### config.mk
export PLATFORM = sky130hd
export DESIGN_NAME = id_fwd_unit
export DESIGN_NICKNAME = d
export VERILOG_FILES = /design/src/rtl/id_fwd_unit.sv
export SDC_FILE = /design/constraint.sdc
export NUM_CORES = 1
export LEC_CHECK = 0
export BUFFER_PORTS_ARGS = -buffer_cell sky130_fd_sc_hd__buf_2
export CELL_PAD_IN_SITES_DETAIL_PLACEMENT = 1
export CELL_PAD_IN_SITES_GLOBAL_PLACEMENT = 2
export CORE_MARGIN = 1
export CORE_UTILIZATION = 20
export DETAILED_ROUTE_END_ITERATION = 12
export MAX_ROUTING_LAYER = met4
export PLACE_DENSITY_LB_ADDON = 0.1
export SYNTH_ARGS = -nofsm -noshare
export SYNTH_HDL_FRONTEND = slang
export SYNTH_SLANG_ARGS = --single-unit
### constraint.sdc
create_clock -name clk -period 7.5 [get_ports clk]
set_input_delay 1.5 -clock clk [delete_from_list [all_inputs] [get_ports clk]]
set_output_delay 1.5 -clock clk [all_outputs]
set_load 0.02 [all_outputs]
### src/rtl/id_fwd_unit.sv
// rtl/id_fwd_unit.sv - decode-stage operand resolution with youngest-first bypass and stall counting
module id_fwd_unit #(
    parameter int XLEN      = 32,
    parameter int AREG_W    = 5,
    parameter int NSRC      = 3,
    parameter int NFWD      = 3,
    parameter int PAYLOAD_W = 64,
    parameter int CNT_W     = 32
) (
    input  logic                   clk,
    input  logic                   reset,
    input  logic                   in_valid,
    output logic                   in_allowin,
    input  logic [PAYLOAD_W-1:0]   in_payload,
    input  logic [NSRC-1:0]        in_src_en,
    input  logic [NSRC*AREG_W-1:0] in_src_addr,
    output logic [NSRC*AREG_W-1:0] rf_raddr,
    input  logic [NSRC*XLEN-1:0]   rf_rdata,
    input  logic [NFWD-1:0]        fwd_valid,
    input  logic [NFWD-1:0]        fwd_we,
    input  logic [NFWD*AREG_W-1:0] fwd_dest,
    input  logic [NFWD*XLEN-1:0]   fwd_data,
    input  logic [NFWD-1:0]        fwd_data_ok,
    output logic                   out_valid,
    input  logic                   out_allowin,
    output logic [PAYLOAD_W-1:0]   out_payload,
    output logic [NSRC*XLEN-1:0]   out_src_data,
    input  logic                   flush,
    output logic [31:0]            stall_cnt
);
    // Saturation point; CNT_W below 32 gives a narrow counter that saturates early.
    localparam logic [31:0] CNT_MAX = 32'hFFFF_FFFF >> (32 - CNT_W);

    logic                   ds_valid_q, ds_valid_d;
    logic [PAYLOAD_W-1:0]   payload_q, payload_d;
    logic [NSRC-1:0]        src_en_q, src_en_d;
    logic [NSRC*AREG_W-1:0] src_addr_q, src_addr_d;
    logic [31:0]            stall_cnt_q, stall_cnt_d;
    logic [NSRC-1:0]        src_block;
    logic                   ready_go;
    logic                   accept;

    always_comb begin : resolve
        out_src_data = rf_rdata;
        src_block    = '0;
        for (int i = 0; i < NSRC; i++) begin
            // Walk oldest to youngest so the youngest match is the last one written.
            for (int s = NFWD - 1; s >= 0; s--) begin
                if (src_en_q[i] && (src_addr_q[i*AREG_W +: AREG_W] != '0) &&
                    fwd_valid[s] && fwd_we[s] &&
                    (fwd_dest[s*AREG_W +: AREG_W] == src_addr_q[i*AREG_W +: AREG_W])) begin
                    out_src_data[i*XLEN +: XLEN] = fwd_data[s*XLEN +: XLEN];
                    src_block[i]                 = !fwd_data_ok[s];
                end
            end
        end
    end

    assign ready_go    = ~|src_block;
    assign out_valid   = ds_valid_q && ready_go && !flush;
    assign in_allowin  = !ds_valid_q || (ready_go && out_allowin) || flush;
    assign accept      = in_valid && in_allowin;
    assign rf_raddr    = src_addr_q;
    assign out_payload = payload_q;
    assign stall_cnt   = stall_cnt_q;

    always_comb begin : next_state
        ds_valid_d  = in_allowin ? in_valid : ds_valid_q;
        payload_d   = accept ? in_payload  : payload_q;
        src_en_d    = accept ? in_src_en   : src_en_q;
        src_addr_d  = accept ? in_src_addr : src_addr_q;
        stall_cnt_d = stall_cnt_q;
        if (ds_valid_q && !ready_go && !flush && (stall_cnt_q != CNT_MAX)) begin
            stall_cnt_d = stall_cnt_q + 32'd1;
        end
    end

    always_ff @(posedge clk) begin
        if (reset) begin
            ds_valid_q  <= 1'b0;
            stall_cnt_q <= 32'd0;
        end else begin
            ds_valid_q  <= ds_valid_d;
            stall_cnt_q <= stall_cnt_d;
        end
    end

    // The held instruction fields need no reset; ds_valid_q qualifies them.
    always_ff @(posedge clk) begin
        payload_q  <= payload_d;
        src_en_q   <= src_en_d;
        src_addr_q <= src_addr_d;
    end
endmodule

==> flow_metrics.env <==
export IMPL_status="finished, final reports clean"
export IMPL_ys_warn_count=0
export IMPL_grt_pass1_vias=9143
export IMPL_synth_top_flop_cell="edfxtp_1"
export IMPL_io_buffers=511
export IMPL_dpl_worst_slack_ns=1.496
export IMPL_async_flop_share_pct=0
export IMPL_cts_tree="built"
export IMPL_htreeDepth=4
export IMPL_skew_ns=0.009388
export IMPL_timing_final_crit_period_ns=5.962
export IMPL_gp_congestion=0.8014
export IMPL_setup_slack_ns=1.538
export IMPL_antenna_found_initial=23
export IMPL_final_max_slew_viol_count=0
export IMPL_die_area_sq_um=39570
export IMPL_synth_nets=1266
export IMPL_cts_sinks=115
export IMPL_die_h_um=198.9
export IMPL_relSlewSlack_pct=29.12
export IMPL_area_delta_synth_final_pct=48.48
export IMPL_cp_arrival_ns=4.46
export IMPL_start_util_pct=20.44
export IMPL_hold_viol_final=0
export IMPL_post_cts_buffers=0
export IMPL_first_iter_violations=257
export IMPL_cap_viol_max_count=0
export IMPL_worstSkewPairLatency_ns=0.42
export IMPL_netlist_area_sq_um=7755
export IMPL_clkSlewWorstSetupHoldPaths_ns=0.06
export IMPL_rows=71
export IMPL_fin_crit_sh_pct=79.49
export IMPL_fin_area_sq_um=11510
export IMPL_fin_nets=1744
export IMPL_netlist_top_cell_by_area="edfxtp_1"
export IMPL_seq_area_frac_synth_pct=40.27
export IMPL_p_leak_nw=4.740
export IMPL_fp_dieW_um=198.9
export IMPL_tightest_slew_ns=1.063
export IMPL_synth_edf_count=82
export IMPL_vias=9005
export IMPL_placed_area_sq_um=10850
export IMPL_grt_total_usage_pct=20.27
export IMPL_hp_class="flip-flop to flip-flop"
export IMPL_worst_setup_path_end_kind="output pin"
export IMPL_drc=0
export IMPL_multiInputGateArea_sq_um=4405
export IMPL_finalSetupTns_ns=0
export IMPL_required_ns=6.00
export IMPL_wl_um=40110
export IMPL_path_class="input port to output pin"
export IMPL_cts_buffer_depth=2
export IMPL_via_per_inst=4.534
export IMPL_synthCells=962
export IMPL_p_total_mw=1.925
export IMPL_crit_path_start_kind="input port"
export IMPL_avgSynthCellArea_sq_um=8.061
export IMPL_rsz0062_at_grt="no"
export IMPL_irDropWorstVdd_uv=153.0
export IMPL_finalSetupViolations=0
export IMPL_dr_pass1_iters=4
export IMPL_final_util_pct=30.36
export IMPL_synthTopCellsByArea="edfxtp_1, nand2_1, o21ai_0"
export IMPL_synth_top_area_share_pct=31.75
export IMPL_clock_fmax_mhz=167.7
export IMPL_cts_hold_buf=0
export IMPL_grt_overflow=0
export IMPL_cts_buffers=17
export IMPL_power_density_nw_per_um2=167.1
export IMPL_critPathMaxStageDelay_ns=0.61
export IMPL_crit_fanout=65
export IMPL_core_area_sq_um=37930
export IMPL_avgRoutedWirePerCell_um=20.20
export IMPL_cts_root_buf="clkbuf_16"
export IMPL_crit_slowest_cell="or4_2"
export IMPL_antenna_left=0
export IMPL_grt_first_pass_wirelength_um=57390
export IMPL_fill_cells=4739
export IMPL_pin_count=512
export IMPL_ys_ff_latch=115
export IMPL_drive_above_1_share_pct=39.78
export IMPL_synth_cell_types=43
export IMPL_critical_path_most_common_cell="buf_2"
export IMPL_ff_latch_area_sq_um=3123
export IMPL_dp_hpwl_um=31110
export IMPL_grt_start_max_net_pins=83
export IMPL_ctsResizeCount=0
export IMPL_cp_cell_sequence="buf_2, xnor2_1, nand4_1, or4_2, buf_4, mux2_2, o22ai_2, nor2_1, a21oi_1, inv_1, buf_2"
==> state kept, by name, summed over array words and instances, names as in the netlist <==
| signal | count |
|---|---|
| ds_valid_q | 1 |
| out_payload | 64 |
| rf_raddr | 15 |
| src_en_q | 3 |
| stall_cnt | 32 |
==> power by group <==
group / total, mW / leakage (nW) / internal [mW] / switching, mW
combinational: 0.362 / 3.38 / 0.143 / 0.219
sequential: 0.730 / 1.06 / 0.713 / 0.0165
clock: 0.833 / 0.296 / 0.527 / 0.306
==> layout make-up <==
| cell class | instances | share of cell area, % |
|---|---|---|
| multi-input cells | 774 | 38.26 |
| flip-flops and latches | 115 | 27.12 |
| repair buffers | 524 | 23.06 |
| well taps | 511 | 5.553 |
| clock buffers | 18 | 3.727 |
| clock inverters | 14 | 1.543 |
| diodes | 22 | 0.4781 |
| inverters | 8 | 0.2608 |
==> cells by family after synthesis <==
family / after synthesis / share of synthesized area [%]
simple gates: 375 / 21.86
compound gates: 275 / 18.73
flops: 115 / 40.27
mux: 76 / 10.00
buf+inv: 73 / 3.662
xor+xnor: 47 / 5.308
fa+ha+maj: 1 / 0.1613
==> through the flow <==
step	hold slack [ns]	std cells
after floorplan	0.5658	962
after global placement	0.4849	1932
after detailed placement	0.4944	1932
after CTS	0.5055	1964
after global routing	0.5401	1985
final	0.5090	1986
==> worst max-delay path, delay by kind of cell <==
kind	cells	cell delay, ns
muxes	1	0.37
xor gates and xnor gates	1	0.18
buffers and inverters	4	0.72
and+or+nand+nor	3	0.93
AOI/OAI and AO/OA	2	0.74
==> cell usage after synthesis (9+ instances only) <==
cell	number
a21oi_1	115
clkbuf_1	56
dfxtp_1	33
edfxtp_1	82
mux2i_1	64
nand2_1	214
nand3_1	11
nand4_1	18
nor2_1	53
nor2b_1	13
nor3_1	11
nor4_1	13
o21ai_0	135
o21ai_1	9
or3_1	14
or4_1	14
xnor2_1	40
==> layout by cell type (no fill, tap or decap), types with 2 or more instances in the layout <==
| cell type | n |
|---|---|
| bufinv_16 | 3 |
| diode_2 | 22 |
| buf_4 | 13 |
| mux2_1 | 8 |
| nand4_1 | 18 |
| mux2i_1 | 64 |
| clkinv_4 | 4 |
| clkbuf_16 | 17 |
| nor2_1 | 53 |
| and3_1 | 6 |
| xor2_1 | 7 |
| a21oi_1 | 115 |
| o21ai_1 | 9 |
| o31ai_1 | 5 |
| inv_1 | 8 |
| nor3_1 | 9 |
| nand2_1 | 214 |
| nand3_1 | 11 |
| nor4_1 | 7 |
| or4_1 | 12 |
| and4_1 | 2 |
| buf_2 | 511 |
| clkinv_2 | 2 |
| nor3_2 | 2 |
| dfxtp_1 | 33 |
| inv_6 | 4 |
| o21ai_2 | 3 |
| edfxtp_1 | 82 |
| mux2_2 | 4 |
| xnor2_1 | 40 |
| o21ai_0 | 135 |
| nor2b_1 | 12 |
| nor4_2 | 6 |
| or4_2 | 2 |
| or3_1 | 14 |
==> path summary, 6_finish.rpt <==
path / from / end / slack (ns) / cells past startpoint
hold reg to reg: stall_cnt[4] / stall_cnt[4] / 0.51 / 2
hold / removal: stall_cnt[4] / stall_cnt[4] / 0.51 / 2
setup reg to reg: rf_raddr[11] / out_payload[34] / 2.79 / 10
setup / recovery: fwd_dest[9] / in_allowin / 1.54 / 11
==> layer usage <==
layer  GRT usage (%)  wire length, um  vias to the layer above
met4           5.014              517                        0
met1           20.79            15360                     4253
met5               -                0                        -
met3           6.545             3320                       30
met2           37.02            20910                      300
li1                -                -                     4422
Power figures use the tool's default switching activity.
